### src/rtl/apb_uart_tx_completer.sv
// ---------------------------------------------------------------------------
// apb_uart_tx_completer
//
// APB3 completer that owns a small register map and turns CPU writes into an
// 8N1 UART stream on tx. Bytes written to TXDATA are queued in a TX FIFO and
// serialised LSB first: one start bit (0), eight data bits, one stop bit (1).
// Each bit lasts div_q+1 PCLK cycles. div_q is a copy of BAUDDIV taken when
// the frame is loaded.
//
// Register map (byte offsets, PADDR[3:2] decoded):
//   0x0 TXDATA  W: push PWDATA[7:0]           R: 0
//   0x4 STATUS  R: [0]tx_full [1]fifo_empty [2]tx_busy [11:8]fifo_count
//   0x8 BAUDDIV RW [15:0]
//   0xC CTRL    RW [0]en (0 holds the FIFO; a running frame still completes)
//
// Ports:
//   PCLK, PRESETn          clock / synchronous active-low reset
//   PSEL, PENABLE, PWRITE  APB control
//   PADDR, PWDATA          APB address / write data
//   PRDATA, PREADY,        APB response. Combinational, zero wait states,
//   PSLVERR                all zero outside the access phase.
//   tx                     UART serial output, idle high
//   tx_full                FIFO full flag
//   tx_busy                frame in progress
// ---------------------------------------------------------------------------
module apb_uart_tx_completer #(
    parameter int          ADDR_W      = 5,
    parameter int          FIFO_DEPTH  = 8,
    parameter logic [15:0] DEFAULT_DIV = 16'd867
) (
    input  logic              PCLK,
    input  logic              PRESETn,
    input  logic              PSEL,
    input  logic              PENABLE,
    input  logic              PWRITE,
    input  logic [ADDR_W-1:0] PADDR,
    input  logic [31:0]       PWDATA,
    output logic [31:0]       PRDATA,
    output logic              PREADY,
    output logic              PSLVERR,
    output logic              tx,
    output logic              tx_full,
    output logic              tx_busy
);

    localparam int PTR_W = $clog2(FIFO_DEPTH);
    localparam int CNT_W = PTR_W + 1;

    typedef enum logic [1:0] {
        ST_IDLE  = 2'd0,
        ST_START = 2'd1,
        ST_DATA  = 2'd2,
        ST_STOP  = 2'd3
    } tx_state_t;

    // APB decode
    logic        access_s;
    logic        addr_err_s;
    logic [1:0]  reg_sel_s;
    logic        push_s;
    logic        cfg_wr_s;
    logic [31:0] rd_mux_s;

    // configuration registers
    logic [15:0] baud_r;
    logic        en_r;

    // FIFO
    logic [7:0]       mem_r [FIFO_DEPTH];
    logic [PTR_W-1:0] wr_ptr_r;
    logic [PTR_W-1:0] rd_ptr_r;
    logic [CNT_W-1:0] count_r;
    logic [CNT_W-1:0] count_n_s;
    logic             full_s;
    logic             empty_s;
    logic [7:0]       head_s;
    logic [3:0]       count4_s;

    // TX engine
    tx_state_t   state_r, state_n_s;
    logic        tx_r, tx_n_s;
    logic        busy_r;
    logic [15:0] cnt_r, cnt_n_s;
    logic [15:0] div_r, div_n_s;
    logic [7:0]  shift_r, shift_n_s;
    logic [2:0]  bit_r, bit_n_s;
    logic        bit_done_s;
    logic        frame_ready_s;
    logic        pop_s;

    // Inputs the register map never looks at.
    logic        input_unused_s;

    assign input_unused_s = ^{PWDATA[31:16], PADDR[1:0]};

    assign access_s   = PSEL & PENABLE;
    assign addr_err_s = |PADDR[ADDR_W-1:4];
    assign reg_sel_s  = PADDR[3:2];

    assign full_s   = (count_r == CNT_W'(FIFO_DEPTH));
    assign empty_s  = (count_r == {CNT_W{1'b0}});
    assign head_s   = mem_r[rd_ptr_r];
    assign count4_s = 4'(count_r);

    // The full test uses the pre-edge count, so a write in the same cycle as
    // a pop from a full FIFO still errors and the byte is dropped.
    assign PREADY   = access_s;
    assign PSLVERR  = access_s & (addr_err_s | (PWRITE & (reg_sel_s == 2'd0) & full_s));
    assign PRDATA   = (access_s & ~PWRITE & ~PSLVERR) ? rd_mux_s : 32'd0;

    assign push_s   = access_s & PWRITE & ~PSLVERR & (reg_sel_s == 2'd0);
    assign cfg_wr_s = access_s & PWRITE & ~PSLVERR;

    assign frame_ready_s = en_r & ~empty_s;
    assign bit_done_s    = (cnt_r == 16'd0);

    assign tx      = tx_r;
    assign tx_busy = busy_r;
    assign tx_full = full_s;

    // Read data multiplexer
    always_comb begin
        rd_mux_s = 32'd0;
        case (reg_sel_s)
            2'd0:    rd_mux_s = 32'd0;
            2'd1:    rd_mux_s = {20'd0, count4_s, 5'd0, busy_r, empty_s, full_s};
            2'd2:    rd_mux_s = {16'd0, baud_r};
            2'd3:    rd_mux_s = {31'd0, en_r};
            default: rd_mux_s = 32'd0;
        endcase
    end

    // Configuration registers (BAUDDIV, CTRL)
    always_ff @(posedge PCLK) begin
        if (!PRESETn) begin
            baud_r <= DEFAULT_DIV;
            en_r   <= 1'b1;
        end else begin
            if (cfg_wr_s && (reg_sel_s == 2'd2)) begin
                baud_r <= PWDATA[15:0];
            end
            if (cfg_wr_s && (reg_sel_s == 2'd3)) begin
                en_r <= PWDATA[0];
            end
        end
    end

    // FIFO occupancy next value
    always_comb begin
        count_n_s = count_r;
        case ({push_s, pop_s})
            2'b10:   count_n_s = count_r + CNT_W'(1);
            2'b01:   count_n_s = count_r - CNT_W'(1);
            default: count_n_s = count_r;
        endcase
    end

    // FIFO storage and pointers
    always_ff @(posedge PCLK) begin
        if (!PRESETn) begin
            wr_ptr_r <= {PTR_W{1'b0}};
            rd_ptr_r <= {PTR_W{1'b0}};
            count_r  <= {CNT_W{1'b0}};
        end else begin
            if (push_s) begin
                mem_r[wr_ptr_r] <= PWDATA[7:0];
                wr_ptr_r        <= wr_ptr_r + PTR_W'(1);
            end
            if (pop_s) begin
                rd_ptr_r <= rd_ptr_r + PTR_W'(1);
            end
            count_r <= count_n_s;
        end
    end

    // TX engine next-state and datapath
    always_comb begin
        state_n_s = state_r;
        tx_n_s    = tx_r;
        cnt_n_s   = cnt_r;
        div_n_s   = div_r;
        shift_n_s = shift_r;
        bit_n_s   = bit_r;
        pop_s     = 1'b0;

        case (state_r)
            ST_IDLE: begin
                tx_n_s = 1'b1;
                pop_s  = frame_ready_s;
            end
            ST_START: begin
                if (bit_done_s) begin
                    state_n_s = ST_DATA;
                    tx_n_s    = shift_r[0];
                    cnt_n_s   = div_r;
                    bit_n_s   = 3'd0;
                end else begin
                    cnt_n_s = cnt_r - 16'd1;
                end
            end
            ST_DATA: begin
                if (bit_done_s) begin
                    cnt_n_s = div_r;
                    if (bit_r == 3'd7) begin
                        state_n_s = ST_STOP;
                        tx_n_s    = 1'b1;
                    end else begin
                        bit_n_s   = bit_r + 3'd1;
                        shift_n_s = {1'b0, shift_r[7:1]};
                        tx_n_s    = shift_r[1];
                    end
                end else begin
                    cnt_n_s = cnt_r - 16'd1;
                end
            end
            ST_STOP: begin
                if (bit_done_s) begin
                    // Chain straight into the next start bit when a byte is
                    // waiting, so back-to-back frames have no idle gap.
                    state_n_s = ST_IDLE;
                    tx_n_s    = 1'b1;
                    pop_s     = frame_ready_s;
                end else begin
                    cnt_n_s = cnt_r - 16'd1;
                end
            end
            default: begin
                state_n_s = ST_IDLE;
                tx_n_s    = 1'b1;
            end
        endcase

        // Frame load: BAUDDIV is captured here, so later writes only affect
        // the next frame.
        if (pop_s) begin
            state_n_s = ST_START;
            tx_n_s    = 1'b0;
            cnt_n_s   = baud_r;
            div_n_s   = baud_r;
            shift_n_s = head_s;
            bit_n_s   = 3'd0;
        end else begin
            div_n_s = div_r;
        end
    end

    // TX engine registers
    always_ff @(posedge PCLK) begin
        if (!PRESETn) begin
            state_r <= ST_IDLE;
            tx_r    <= 1'b1;
            busy_r  <= 1'b0;
            cnt_r   <= 16'd0;
            div_r   <= 16'd0;
            shift_r <= 8'd0;
            bit_r   <= 3'd0;
        end else begin
            state_r <= state_n_s;
            tx_r    <= tx_n_s;
            busy_r  <= (state_n_s != ST_IDLE);
            cnt_r   <= cnt_n_s;
            div_r   <= div_n_s;
            shift_r <= shift_n_s;
            bit_r   <= bit_n_s;
        end
    end

endmodule

### config.mk
export PLATFORM = sky130hd
export DESIGN_NAME = apb_uart_tx_completer
export DESIGN_NICKNAME = d
export VERILOG_FILES = /design/src/rtl/apb_uart_tx_completer.sv
export SDC_FILE = /design/constraint.sdc
export NUM_CORES = 1
export LEC_CHECK = 0
export BUFFER_PORTS_ARGS = -buffer_cell sky130_fd_sc_hd__buf_2
export CORE_MARGIN = 2
export CORE_UTILIZATION = 63
export CTS_CLUSTER_DIAMETER = 30
export DETAILED_ROUTE_END_ITERATION = 16
export PLACE_DENSITY = 0.85
export SLEW_MARGIN = 10
export SYNTH_ARGS = -nofsm -noshare
export SYNTH_HDL_FRONTEND = slang
export SYNTH_SLANG_ARGS = --single-unit
### constraint.sdc
create_clock -name PCLK -period 4.9 [get_ports PCLK]
set_clock_uncertainty 0.15 [all_clocks]
set_input_delay 0.735 -clock PCLK [delete_from_list [all_inputs] [get_ports PCLK]]
set_output_delay 0.735 -clock PCLK [all_outputs]
set_load 0.03 [all_outputs]
==> summary.md <==
| Metric | Value |
|---|---|
| Status | finished, final reports clean |
| Netlist Area Pre-Place | 0.00658 mm2 |
| Synth area leader | edfxtp_1 |
| Power after layout | 4.40 mW |
| Start of the worst register-to-register path | cnt_r[0]$_SDFFE_PN0P_ |
| Clk sink count | 141 |
| Core Region | 0.0102 mm2 |
| Final Setup Violations | 0 |
| Leak pwr | 2.63 nW |
| Top Usage Layer GRT | met2 |
| Worst VDD drop | 0.432 mV |
| CP startpoint kind | flop |
| Critical path class | reg2reg |
| Clk pwr share | 28.0% |
| GRT Util Overall | 29.9% |
| Hold buffers post-CTS | 0 |
| Pint | 2.63 mW |
| TritonRoute pass-1 iters | 5 |
| Critical Path Fanout Max | 15 |
| Ports | 79 |
| Vias per cell | 6.45 |
| Switching part of the total power | 40.3% |
| EDFF count, synth | 64 |
| Worst slew pin tran | 1.04 ns |
| Top post-synthesis cells by area | edfxtp_1 29%, dfxtp_1 23%, mux4_2 5.5% |
| Async set or reset register ratio after synthesis | 0% |
| N_diodes | 0 |
| Setup repair bufs after CTS | 0 |
| Pins over their slew limit | 0 |
| Hold Path Class | in2reg |
| Syn Inst Count | 609 |
| Number of synthesized register bits | 141 |
| Proportion of layout cells with a drive suffix above 1 | 17.8% |
| Worst path required time | 5.22 ns |
| Clk buf depth | 2 |
| Syn. warnings | 0 |
| Setup TNS | 0 ns |
| Switching power | 1.77 mW |
| Met2 usage | 48.4% |
| Die height | 106 um |
| Worst Path Arrival | 4.22 ns |
| Synth top area share | 29.2% |
| Worst Hold End | baud_r[8]$_SDFFE_PN1P_ |
| Register area share after synthesis | 52.6% |
| Reg power frac | 33.2% |
| Hold Vio Cnt, Final | 0 |
| CTS Root Cell | clkbuf_8 |
| Synth top cells by count | 77 x dfxtp_1, 64 x edfxtp_1, 49 x a21oi_1 |
| Die width | 106 um |
| Comb pwr share | 38.8% |
| Max-cap check violation count | 0 |
| Tmin final | 3.90 ns |
| Fmax | 256 MHz |
| CTS tree | built |
| Area grow syn2layout | 11.8% |
| Hold Crit Start | PWDATA[8] |
| Post-route ant nets | 0 |
| Met3 Usage GRT | 7.97% |
| Reg2Reg Setup Slack | 1.0 ns |
| First-pass GRT wire length | 25.6 mm |
| Slew Limit Headroom | 30.9% |
| Initial Utilization | 64.3% |
| Synth unique cells | 60 |
| Via Count | 5083 |
| Final Wtd Congestion | 0.904 |
| DR WL/cell | 20.1 um |
| Post-CTS Resized | 0 |
| Fin crit share | 79.6% |
| Fill count | 685 |
| HPWL after detailed placement | 10.3 mm |
| DRC Markers | 0 |
| Leading register cell type out of synthesis | dfxtp_1 |
| Nets | 693 |
| Power density over the cells | 598 mW/mm2 |
| Vias in the first global route | 4959 |
| Crit end category | flop |
| GR Layer Usage met1 | 37.9% |
| RSZ-0062 raised after global routing | no |
| CTS clk-pin slew, worst paths | 0.06 ns |
| Initial DRC count | 460 |
| H-Tree Depth | 4 |
| Hold depth | 3 |
| Final global-route overflow total | 0 |
| Reg-to-Reg End | count4_s[2]$_SDFFE_PN0P_ |
| Port Buf Inserts | 44 |
| CTS Buf Count | 17 |
| Mean Syn Cell Area | 10.8 um2 |
| Die area | 0.0113 mm2 |
| R2R depth | 14 |
| Row cnt | 37 |
| Worst-Skew Late Latency | 0.54 ns |
| WL final | 15.9 mm |
| Antenna violations before repair | 0 |
| Count leader, synth | dfxtp_1 |
| Largest net degree at the start of global routing | 41 |
-- layout make-up --
type	instances	area, um2	share of cell area (%)
clock buffers	18	418	5.68
clock inverters	14	146	1.99
inverters	12	45.0	0.612
multi-input cells	413	2820	38.3
flip-flops and latches	141	3460	47.1
well taps	136	170	2.31
repair buffers	54	295	4.01
-- placed cells by master (no fill, tap or decap), drive strengths merged, types with 9 or more instances in the layout --
master and count:
o21ai 37, mux2i 12, nand2 48, a21oi 50, a221o 12, nor2 26, nor3 24, ha 12
edfxtp 64, mux4 16, conb 16, a211oi 9, nor2b 10, dfxtp 77, inv 19, clkbuf 18
buf 54, and2 13, nand3 35, a22oi 10
-- kinds of logic after synthesis --
group	count (synthesis)	share of synthesized area [%]
other	1	0.0570
and+or+nand+nor	193	15.6
AOI/OAI and AO/OA	150	14.8
muxes	29	7.47
xor gates and xnor gates	13	1.73
DFF	141	52.6
adders and majority gates	12	2.28
buffers and inverters	70	5.46
-- critical path, stage by stage, from the launching register on --
cell and delay (ns):
dfxtp_1 0.34, inv_1 0.08, ha_1 0.20, nor3b_2 0.40, nand4_2 0.50, o21ai_2 0.31, nand2_1 0.25, inv_1 0.25
ha_1 0.34, xor2_1 0.17, ha_1 0.16, a21oi_1 0.05, xor2_1 0.16, or3_1 0.31, a21oi_1 0.14
-- layer usage --
metal	up-vias	wire (um)	part of all wire [%]
met4	0	478	3.0
met3	45	1580	9.9
li1	2308	-	-
met5	-	0	0
met1	2430	5950	38
met2	300	7860	50
-- registers in the layout, indices dropped and copies added (netlist names), named ones only --
| register | count |
|---|---|
| div_r | 16 |
| mem_r | 64 |
| tx | 1 |
| en_r | 1 |
| wr_ptr_r | 3 |
| baud_r | 16 |
| count4_s | 4 |
| rd_ptr_r | 3 |
| shift_r | 8 |
| state_r | 2 |
| cnt_r | 16 |
| tx_busy | 1 |
| bit_r | 3 |
-- power groups by stage --
stage / Combinational [mW] / Clock (mW) / Sequential, mW
after floorplan: 1.38 / 0 / 1.43
after detailed placement: 1.65 / 0 / 1.48
after global routing: 1.86 / 1.28 / 1.48
after CTS: 1.66 / 1.24 / 1.46
after global placement: 1.59 / 0 / 1.48
final: 1.71 / 1.23 / 1.46
-- worst max-delay path by stage --
stage                               start                        to  slack [ns]
finish              cnt_r[0]$_SDFFE_PN0P_  count4_s[2]$_SDFFE_PN0P_         1.0
global route        cnt_r[0]$_SDFFE_PN0P_  count4_s[2]$_SDFFE_PN0P_        0.73
CTS                 cnt_r[0]$_SDFFE_PN0P_  count4_s[2]$_SDFFE_PN0P_        1.05
detailed placement  cnt_r[0]$_SDFFE_PN0P_  count4_s[2]$_SDFFE_PN0P_        1.09
global placement    cnt_r[0]$_SDFFE_PN0P_  count4_s[2]$_SDFFE_PN0P_        1.21
floorplan           cnt_r[0]$_SDFFE_PN0P_  count4_s[2]$_SDFFE_PN0P_        1.87
-- through the flow --
step           setup WS [ns]  utilization (%)  cells  hold slack, ns  instance area [um2]
6_report               0.998             71.9    788           0.276                 7360
5_1_grt                0.730             71.9    788           0.264                 7360
4_1_cts                 1.05             71.9    788           0.256                 7350
3_5_place_dp            1.09             66.3    756           0.318                 6790
3_3_place_gp            1.21             66.3    756           0.310                 6790
2_1_floorplan           1.87                -    624           0.299                 6640
Note: power is estimated with default switching activity, not from simulation.
